## src/rtl/multicycle_ctrl_pkg.sv

```systemverilog
// Purpose : shared types and encodings for the multicycle RV32I control unit.
// Latency : n/a (declarations only).
// Backpr. : n/a.
// Contents: state_t FSM encoding, opcode constants, ALU / imm / mux select codes, imm_sel().
package ctrl_pkg;

  typedef enum logic [3:0] {
    FETCH, DECODE, MEMADR, MEMREAD, MEMWB, MEMWR,
    EXECR, EXECI, ALUWB, JAL, BRANCH
  } state_t;

  // Opcodes seen by the decoder
  localparam logic [6:0] OP_LW  = 7'b0000011;
  localparam logic [6:0] OP_SW  = 7'b0100011;
  localparam logic [6:0] OP_R   = 7'b0110011;
  localparam logic [6:0] OP_I   = 7'b0010011;
  localparam logic [6:0] OP_JAL = 7'b1101111;
  localparam logic [6:0] OP_BR  = 7'b1100011;

  // Request from the FSM to the ALU decoder
  typedef enum logic [1:0] {
    ALUOP_ADD   = 2'b00,
    ALUOP_SUB   = 2'b01,
    ALUOP_FUNCT = 2'b10
  } alu_op_t;

  // alu_control codes
  localparam logic [2:0] ALU_ADD = 3'b000;
  localparam logic [2:0] ALU_SUB = 3'b001;
  localparam logic [2:0] ALU_AND = 3'b010;
  localparam logic [2:0] ALU_OR  = 3'b011;
  localparam logic [2:0] ALU_SLT = 3'b101;

  // imm_src codes
  localparam logic [1:0] IMM_I = 2'b00;
  localparam logic [1:0] IMM_S = 2'b01;
  localparam logic [1:0] IMM_B = 2'b10;
  localparam logic [1:0] IMM_J = 2'b11;

  // result_src codes
  localparam logic [1:0] RES_ALUOUT    = 2'b00;
  localparam logic [1:0] RES_DATA      = 2'b01;
  localparam logic [1:0] RES_ALURESULT = 2'b10;

  // alu_src_a codes
  localparam logic [1:0] SRCA_PC    = 2'b00;
  localparam logic [1:0] SRCA_OLDPC = 2'b01;
  localparam logic [1:0] SRCA_RD1   = 2'b10;

  // alu_src_b codes
  localparam logic [1:0] SRCB_RD2  = 2'b00;
  localparam logic [1:0] SRCB_IMM  = 2'b01;
  localparam logic [1:0] SRCB_FOUR = 2'b10;

  // Immediate format depends only on the opcode, so it is valid in every state.
  function automatic logic [1:0] imm_sel(input logic [6:0] op);
    case (op)
      OP_SW:   return IMM_S;
      OP_BR:   return IMM_B;
      OP_JAL:  return IMM_J;
      default: return IMM_I;
    endcase
  endfunction

endpackage

```

## src/rtl/multicycle_ctrl_if.sv

```systemverilog
// Purpose : bundle between the control unit and the multicycle datapath.
// Latency : n/a (wiring only).
// Backpr. : mem_ready is the only back-pressure; the controller holds its state while it is low.
// Ports   : master = controller (drives strobes/selects), slave = datapath (drives op/funct/zero/mem_ready).
interface multicycle_ctrl_if #(
  parameter int ALU_CTRL_W = 3,
  parameter int IMM_SRC_W  = 2
);
  // datapath -> controller
  logic [6:0]            op;
  logic [2:0]            funct3;
  logic                  funct7b5;
  logic                  zero;
  logic                  mem_ready;
  // controller -> datapath
  logic                  pc_write;
  logic                  adr_src;
  logic                  mem_write;
  logic                  ir_write;
  logic [1:0]            result_src;
  logic [1:0]            alu_src_a;
  logic [1:0]            alu_src_b;
  logic [IMM_SRC_W-1:0]  imm_src;
  logic [ALU_CTRL_W-1:0] alu_control;
  logic                  reg_write;
  logic                  illegal;

  modport master (
    input  op, funct3, funct7b5, zero, mem_ready,
    output pc_write, adr_src, mem_write, ir_write, result_src,
           alu_src_a, alu_src_b, imm_src, alu_control, reg_write, illegal
  );

  modport slave (
    output op, funct3, funct7b5, zero, mem_ready,
    input  pc_write, adr_src, mem_write, ir_write, result_src,
           alu_src_a, alu_src_b, imm_src, alu_control, reg_write, illegal
  );
endinterface

```

## src/rtl/multicycle_ctrl_alu_dec.sv

```systemverilog
// Purpose : ALU operation decoder; maps FSM request + funct fields to alu_control.
// Latency : combinational.
// Backpr. : none.
// Ports   : op/funct3/funct7b5 from IR, alu_op from FSM -> alu_control, bad_funct (unsupported funct3).
module alu_dec
  import ctrl_pkg::*;
#(
  parameter int ALU_CTRL_W = 3
) (
  input  logic [6:0]            op,
  input  logic [2:0]            funct3,
  input  logic                  funct7b5,
  input  alu_op_t               alu_op,
  output logic [ALU_CTRL_W-1:0] alu_control,
  output logic                  bad_funct
);

  logic [2:0] code;

  always_comb begin
    code      = ALU_ADD;
    bad_funct = 1'b0;
    case (alu_op)
      ALUOP_ADD: code = ALU_ADD;
      ALUOP_SUB: code = ALU_SUB;
      ALUOP_FUNCT: begin
        case (funct3)
          // funct7b5 selects sub only for R-type; for addi it is immediate bit 10.
          3'b000:  code = (op == OP_R && funct7b5) ? ALU_SUB : ALU_ADD;
          3'b010:  code = ALU_SLT;
          3'b110:  code = ALU_OR;
          3'b111:  code = ALU_AND;
          default: begin
            code      = ALU_ADD;
            bad_funct = 1'b1;
          end
        endcase
      end
      default: code = ALU_ADD;
    endcase
  end

  assign alu_control = ALU_CTRL_W'(code);

endmodule

```

## src/rtl/multicycle_ctrl.sv

```systemverilog
// Purpose : multicycle RV32I control FSM (fetch/decode/execute/mem/writeback) with ALU decode.
// Latency : lw 5 cycles; sw/R/I/jal 4; branch 3; +1 per mem_ready=0 cycle in FETCH/MEMREAD/MEMWR.
// Backpr. : FETCH, MEMREAD and MEMWR hold until mem_ready (ignored when MEM_WAIT=0).
// Ports   : clk, rst_n (sync, active-low), bus = multicycle_ctrl_if master side.
module multicycle_ctrl
  import ctrl_pkg::*;
#(
  parameter int ALU_CTRL_W = 3,
  parameter int IMM_SRC_W  = 2,
  parameter int MEM_WAIT   = 1,
  parameter int EN_BNE     = 1
) (
  input  logic               clk,
  input  logic               rst_n,
  multicycle_ctrl_if.master  bus
);

  state_t                state, state_nxt;
  logic                  illegal_q;
  logic                  illegal_set;
  logic                  rdy;
  alu_op_t               alu_op;
  logic                  bad_funct;
  logic [ALU_CTRL_W-1:0] alu_control;

  logic       pc_write_c, adr_src_c, mem_write_c, ir_write_c, reg_write_c;
  logic [1:0] result_src_c, alu_src_a_c, alu_src_b_c;

  assign rdy = (MEM_WAIT != 0) ? bus.mem_ready : 1'b1;

  alu_dec #(.ALU_CTRL_W(ALU_CTRL_W)) u_alu_dec (
    .op          (bus.op),
    .funct3      (bus.funct3),
    .funct7b5    (bus.funct7b5),
    .alu_op      (alu_op),
    .alu_control (alu_control),
    .bad_funct   (bad_funct)
  );

  always_ff @(posedge clk) begin
    if (!rst_n) begin
      state     <= FETCH;
      illegal_q <= 1'b0;
    end else begin
      state <= state_nxt;
      if (illegal_set) illegal_q <= 1'b1;
    end
  end

  always_comb begin
    state_nxt    = state;
    pc_write_c   = 1'b0;
    adr_src_c    = 1'b0;
    mem_write_c  = 1'b0;
    ir_write_c   = 1'b0;
    reg_write_c  = 1'b0;
    result_src_c = RES_ALUOUT;
    alu_src_a_c  = SRCA_PC;
    alu_src_b_c  = SRCB_RD2;
    alu_op       = ALUOP_ADD;
    illegal_set  = 1'b0;
    case (state)
      FETCH: begin
        alu_src_b_c  = SRCB_FOUR;
        result_src_c = RES_ALURESULT;
        ir_write_c   = rdy;
        pc_write_c   = rdy;
        if (rdy) state_nxt = DECODE;
      end
      DECODE: begin
        // Branch target computed speculatively into ALUOut.
        alu_src_a_c = SRCA_OLDPC;
        alu_src_b_c = SRCB_IMM;
        case (bus.op)
          OP_LW, OP_SW: state_nxt = MEMADR;
          OP_R:         state_nxt = EXECR;
          OP_I:         state_nxt = EXECI;
          OP_JAL:       state_nxt = JAL;
          OP_BR:        state_nxt = BRANCH;
          default: begin
            state_nxt   = FETCH;
            illegal_set = 1'b1;
          end
        endcase
      end
      MEMADR: begin
        alu_src_a_c = SRCA_RD1;
        alu_src_b_c = SRCB_IMM;
        state_nxt   = (bus.op == OP_SW) ? MEMWR : MEMREAD;
      end
      MEMREAD: begin
        adr_src_c = 1'b1;
        if (rdy) state_nxt = MEMWB;
      end
      MEMWB: begin
        result_src_c = RES_DATA;
        reg_write_c  = 1'b1;
        state_nxt    = FETCH;
      end
      MEMWR: begin
        // Write held until the memory acknowledges it.
        adr_src_c   = 1'b1;
        mem_write_c = 1'b1;
        if (rdy) state_nxt = FETCH;
      end
      EXECR: begin
        alu_src_a_c = SRCA_RD1;
        alu_src_b_c = SRCB_RD2;
        alu_op      = ALUOP_FUNCT;
        illegal_set = bad_funct;
        state_nxt   = ALUWB;
      end
      EXECI: begin
        alu_src_a_c = SRCA_RD1;
        alu_src_b_c = SRCB_IMM;
        alu_op      = ALUOP_FUNCT;
        illegal_set = bad_funct;
        state_nxt   = ALUWB;
      end
      ALUWB: begin
        reg_write_c = 1'b1;
        state_nxt   = FETCH;
      end
      JAL: begin
        // PC <- target already in ALUOut; ALU forms OldPC+4 for the link write.
        alu_src_a_c = SRCA_OLDPC;
        alu_src_b_c = SRCB_FOUR;
        pc_write_c  = 1'b1;
        state_nxt   = ALUWB;
      end
      BRANCH: begin
        alu_src_a_c = SRCA_RD1;
        alu_src_b_c = SRCB_RD2;
        alu_op      = ALUOP_SUB;
        state_nxt   = FETCH;
        if (bus.funct3 == 3'b000)
          pc_write_c = bus.zero;
        else if (bus.funct3 == 3'b001 && EN_BNE != 0)
          pc_write_c = !bus.zero;
        else
          illegal_set = 1'b1;
      end
      default: state_nxt = FETCH;
    endcase
  end

  // Architectural strobes are gated by reset so nothing commits while it is held.
  assign bus.pc_write    = pc_write_c  & rst_n;
  assign bus.ir_write    = ir_write_c  & rst_n;
  assign bus.mem_write   = mem_write_c & rst_n;
  assign bus.reg_write   = reg_write_c & rst_n;
  assign bus.adr_src     = adr_src_c;
  assign bus.result_src  = result_src_c;
  assign bus.alu_src_a   = alu_src_a_c;
  assign bus.alu_src_b   = alu_src_b_c;
  assign bus.alu_control = alu_control;
  assign bus.imm_src     = IMM_SRC_W'(imm_sel(bus.op));
  assign bus.illegal     = illegal_q;

endmodule
```

## src/flat_wrapper.sv

```systemverilog
// flat-port wrapper written by rule: the top's interface ports become plain ports
module multicycle_ctrl_flat import ctrl_pkg::*;
#(
  parameter int ALU_CTRL_W = 3,
  parameter int IMM_SRC_W  = 2,
  parameter int MEM_WAIT   = 1,
  parameter int EN_BNE     = 1
)
  (clk, rst_n, bus_op, bus_funct3, bus_funct7b5, bus_zero, bus_mem_ready, bus_pc_write, bus_adr_src, bus_mem_write, bus_ir_write, bus_result_src, bus_alu_src_a, bus_alu_src_b, bus_imm_src, bus_alu_control, bus_reg_write, bus_illegal);
  multicycle_ctrl_if #(.ALU_CTRL_W(ALU_CTRL_W), .IMM_SRC_W(IMM_SRC_W)) bus_i ();
  input  logic clk;
  input  logic rst_n;
  input wire logic [$bits(bus_i.op)-1:0] bus_op;
  input wire logic [$bits(bus_i.funct3)-1:0] bus_funct3;
  input wire logic [$bits(bus_i.funct7b5)-1:0] bus_funct7b5;
  input wire logic [$bits(bus_i.zero)-1:0] bus_zero;
  input wire logic [$bits(bus_i.mem_ready)-1:0] bus_mem_ready;
  output wire logic [$bits(bus_i.pc_write)-1:0] bus_pc_write;
  output wire logic [$bits(bus_i.adr_src)-1:0] bus_adr_src;
  output wire logic [$bits(bus_i.mem_write)-1:0] bus_mem_write;
  output wire logic [$bits(bus_i.ir_write)-1:0] bus_ir_write;
  output wire logic [$bits(bus_i.result_src)-1:0] bus_result_src;
  output wire logic [$bits(bus_i.alu_src_a)-1:0] bus_alu_src_a;
  output wire logic [$bits(bus_i.alu_src_b)-1:0] bus_alu_src_b;
  output wire logic [$bits(bus_i.imm_src)-1:0] bus_imm_src;
  output wire logic [$bits(bus_i.alu_control)-1:0] bus_alu_control;
  output wire logic [$bits(bus_i.reg_write)-1:0] bus_reg_write;
  output wire logic [$bits(bus_i.illegal)-1:0] bus_illegal;
  assign bus_i.op = bus_op;
  assign bus_i.funct3 = bus_funct3;
  assign bus_i.funct7b5 = bus_funct7b5;
  assign bus_i.zero = bus_zero;
  assign bus_i.mem_ready = bus_mem_ready;
  assign bus_pc_write = bus_i.pc_write;
  assign bus_adr_src = bus_i.adr_src;
  assign bus_mem_write = bus_i.mem_write;
  assign bus_ir_write = bus_i.ir_write;
  assign bus_result_src = bus_i.result_src;
  assign bus_alu_src_a = bus_i.alu_src_a;
  assign bus_alu_src_b = bus_i.alu_src_b;
  assign bus_imm_src = bus_i.imm_src;
  assign bus_alu_control = bus_i.alu_control;
  assign bus_reg_write = bus_i.reg_write;
  assign bus_illegal = bus_i.illegal;
  multicycle_ctrl #(.ALU_CTRL_W(ALU_CTRL_W), .IMM_SRC_W(IMM_SRC_W), .MEM_WAIT(MEM_WAIT), .EN_BNE(EN_BNE)) u_core (.clk(clk), .rst_n(rst_n), .bus(bus_i));
endmodule
```

## config.mk

```make
export PLATFORM = sky130hd
export DESIGN_NAME = multicycle_ctrl_flat
export DESIGN_NICKNAME = d
export VERILOG_FILES = /design/src/rtl/multicycle_ctrl_pkg.sv /design/src/rtl/multicycle_ctrl_if.sv /design/src/rtl/multicycle_ctrl_alu_dec.sv /design/src/rtl/multicycle_ctrl.sv /design/src/flat_wrapper.sv
export SDC_FILE = /design/constraint.sdc
export NUM_CORES = 1
export LEC_CHECK = 0
export CAP_MARGIN = 5
export CORE_MARGIN = 4
export CORE_UTILIZATION = 50
export DETAILED_ROUTE_END_ITERATION = 10
export DONT_BUFFER_PORTS = 1
export HOLD_SLACK_MARGIN = 0.15
export MAX_ROUTING_LAYER = met4
export SYNTH_ARGS = -nofsm -noshare
export SYNTH_HDL_FRONTEND = slang
export SYNTH_SLANG_ARGS = --single-unit
```

## constraint.sdc

```tcl
create_clock -name clk -period 3.6 [get_ports clk]
set_input_delay 0.36 -clock clk [delete_from_list [all_inputs] [get_ports clk]]
set_output_delay 0.36 -clock clk [all_outputs]
set_load 0.005 [all_outputs]
```

==> impl_metrics.csv <==
group,metric,value,unit
setup_path,r2r_start,"u_core.state[1]$_SDFFE_PN0P_",
finish,post-route-util,54.59,%
logic_synthesis,ys_ff_latch,5,
job,cap_violations,0,
logic_synthesis,synth_xor_area_share,7.012,%
hold_path,hold_path_end,"u_core.bus.illegal$_SDFFE_PN0P_",
timing,max_freq,403.1,MHz
setup_path,rr_worst_depth,5,
power,clockPowerShare,42.1,%
clock_network,root_buffer,"clkbuf_4",
run_status,status,"completed",
setup_path,required,3.24,ns
logic_synthesis,synth-main-ff-cell,"dfxtp_1",
floorplanning,core.rowCount,13,
logic_synthesis,synth_most_common_cell,"nand2_1",
logic_synthesis,seq_area_frac_synth,13.36,%
detailed_routing,viasPerCell,6.398,
logic_synthesis,synth_top_family_by_area,"simple AND/OR/NAND/NOR gates",
hold_path,hold_class,"input port to register",
grt,grt_overflow,0,
clock_network,post-cts-setup-buffers,0,
logic_synthesis,syn_avg_cell_area,7.420,um2
timing,skew,0.006909,ns
power,swShare,30.99,%
place,routabilityCongestion,0.8176,
clock_network,hold_buffers,0,
finish,syn_to_final_growth,-1.669,%
detailed_routing,wl,1.879,mm
floorplanning,die_x,46.72,um
timing,setup_viol,0,
floorplanning,initial_core_util,55.51,%
clock_network,cts_resized,0,
timing,tightest_slew,0.6411,ns
grt,grt_pass1_wl,2.953,mm
logic_synthesis,synth_nets,119,
power,powerDensity,229.0,nW/um2
clock_network,clockBufferDepth,2,
detailed_routing,num_vias,723,
clock_network,cts_made_buffers,3,
timing,fin_crit_sh,68.92,%
power,p_seq_share,38.0,%
power,p_leak,0.2712,nW
timing,maxSlewHeadroom,57.20,%
logic_synthesis,muxShareOfSynthArea,0,%
floorplanning,ios,32,
setup_path,crit_type,"register to primary output",
power,p_int,0.0001165,W
logic_synthesis,yosysTopAreaCell,"dfxtp_1",
detailed_routing,first_pass_iters,4,
timing,min_period,2.481,ns
detailed_routing,drtIter0Drc,4,
timing,tns,0,ns
logic_synthesis,yosys-top-cells-count,"nand2_1 (10), nor2_1 (9), nor3_1 (6), o21ai_1 (6), dfxtp_1 (5)",
place,portBuffers,0,
logic_synthesis,synth-compound-area-share,19.87,%
detailed_routing,antenna_left,0,
logic_synthesis,synthSimpleGateAreaFrac,45.58,%
grt,track_usage,19.90,%
logic_synthesis,netlist_area,749.5,um2
clock_network,cts_tree,"yes",
setup_path,start_kind,"register",
setup_path,reg2reg_to,"u_core.bus.illegal$_SDFFE_PN0P_",
detailed_routing,drc,0,
timing,hold_violations,0,
setup_path,cp-end-kind,"primary output",
grt,grt_pass1_vias,666,
logic_synthesis,ys_types,42,
grt,grt_max_degree,19,
logic_synthesis,synth_edf_count,0,
logic_synthesis,async_reset_ff_share,0,%
detailed_routing,avgRoutedWirePerCell,16.63,um
place,post-dp-hpwl,1.442,mm
grt,antenna_found_initial,0,
setup_path,critical_path.max_fanout,18,
hold_path,hold_path_depth,1,
timing,rsz0062_at_grt,"no",
finish,finalInstanceArea,737.0,um2
power,ir_drop,90.31,uV
floorplanning,die_area,2182,um2
logic_synthesis,yosys_warnings,0,
place,placed_cell_area,710.7,um2
setup_path,ff2ff_setup_slack,1.75,ns
logic_synthesis,yosysTopAreaCellShare,13.36,%
clock_network,cts.sinks,5,
power,p_sw,0.00005229,W
floorplanning,core_area,1350,um2
finish,nets,117,
place,dp.cells,109,
hold_path,min_from,"rst_n",
logic_synthesis,syn_inst,101,
logic_synthesis,yosys-top-cells-area,"dfxtp_1 (13%), ha_1 (5.0%), nand2_1 (5.0%)",
clock_network,insertion_delay,0.26,ns
power,power.total,0.0001687,W
setup_path,cp.arrival,2.12,ns
finish,fin_cells,113,
timing,drv_slew,0,
power,combPwrFrac,19.9,%
finish,antenna_cells,0,
clock_network,htree_levels,1,
clock_network,clkTransAtPathRegs,0.05,ns
finish,layout-drive-gt1-share,13.27,%
floorplanning,die_y,46.72,um
logic_synthesis,synth_fa_ha_area_share,5.008,%
-- kinds of logic after synthesis --
family | Yosys count
adders and majority gates | 3
xor gates and xnor gates | 6
AOI/OAI and AO/OA | 21
buffers and inverters | 10
DFF | 5
and+or+nand+nor | 56
-- power groups by stage --
| stage | Sequential [W] | Clock [W] | Combinational [W] |
|---|---|---|---|
| after floorplan | 0.0000594 | 0 | 0.0000365 |
| after global placement | 0.0000649 | 0 | 0.0000334 |
| after detailed placement | 0.0000651 | 0 | 0.0000335 |
| after CTS | 0.0000640 | 0.0000717 | 0.0000337 |
| after global routing | 0.0000648 | 0.0000757 | 0.0000366 |
| final | 0.0000642 | 0.0000710 | 0.0000336 |
-- how the worst max path moves through the flow --
stage	to	slack, ns	depth (start not counted)	from
3_3_place_gp	bus_alu_control[0]	1.48	7	u_core.state[0]$_SDFFE_PN0P_
2_1_floorplan	bus_alu_control[0]	1.84	7	u_core.state[3]$_SDFFE_PN0P_
4_1_cts	bus_alu_control[0]	1.12	7	u_core.state[0]$_SDFFE_PN0P_
5_1_grt	bus_alu_control[0]	0.91	7	u_core.state[0]$_SDFFE_PN0P_
3_5_place_dp	bus_alu_control[0]	1.41	7	u_core.state[0]$_SDFFE_PN0P_
6_report	bus_alu_control[0]	1.12	7	u_core.state[0]$_SDFFE_PN0P_
-- routing by layer --
metal | share of wire [%] | routed length, um | track usage, %
met1 | 43 | 814 | 24.60
met2 | 46 | 868 | 29.67
met3 | 8.9 | 167 | 5.078
met4 | 1.5 | 29 | 9.945
met5 | 0 | 0 | -
-- final cells by class --
| class | instances | area (um2) |
|---|---|---|
| clock buffers | 4 | 26.28 |
| fillers | 137 | 613.1 |
| inverters | 3 | 11.26 |
| multi-input cells | 86 | 580.6 |
| flip-flops and latches | 5 | 100.1 |
| well taps | 15 | 18.77 |
-- state kept, by name (all words and copies together), names as in the netlist --
signal,flops
u_core.state,4
u_core.bus.illegal,1
-- stage by stage --
stage / hold WS, ns / worst slack [ns]
6_report: 0.2615 / 1.119
5_1_grt: 0.2539 / 0.9106
2_1_floorplan: 0.5145 / 1.839
3_3_place_gp: 0.5267 / 1.476
3_5_place_dp: 0.5256 / 1.406
4_1_cts: 0.2592 / 1.116
-- layout by cell type (no fill, tap or decap), drive strengths merged --
cell type and n:
a211oi 1, a21oi 4, a2bb2oi 1, a32o 1, and2 2, and2b 1
and3 1, and3b 2, and4b 1, clkbuf 4, dfxtp 5, ha 3
inv 3, nand2 10, nand2b 5, nand3 3, nand3b 1, nand4 1
nand4b 2, nor2 9, nor2b 4, nor3 8, nor3b 2, nor4 2
nor4b 1, o211ai 1, o21a 2, o21ai 7, o221ai 1, o311ai 1
o31a 1, o31ai 1, or3b 1, xnor2 4, xor2 2
-- critical path, stage by stage (launching register included) --
cell     delay (ns)
dfxtp_1        0.72
nor2_1         0.12
nand3_1        0.19
ha_1           0.25
and4b_1        0.21
nand4_1        0.09
a21oi_1        0.16
o21a_1         0.14
Power figures use the tool's default switching activity.
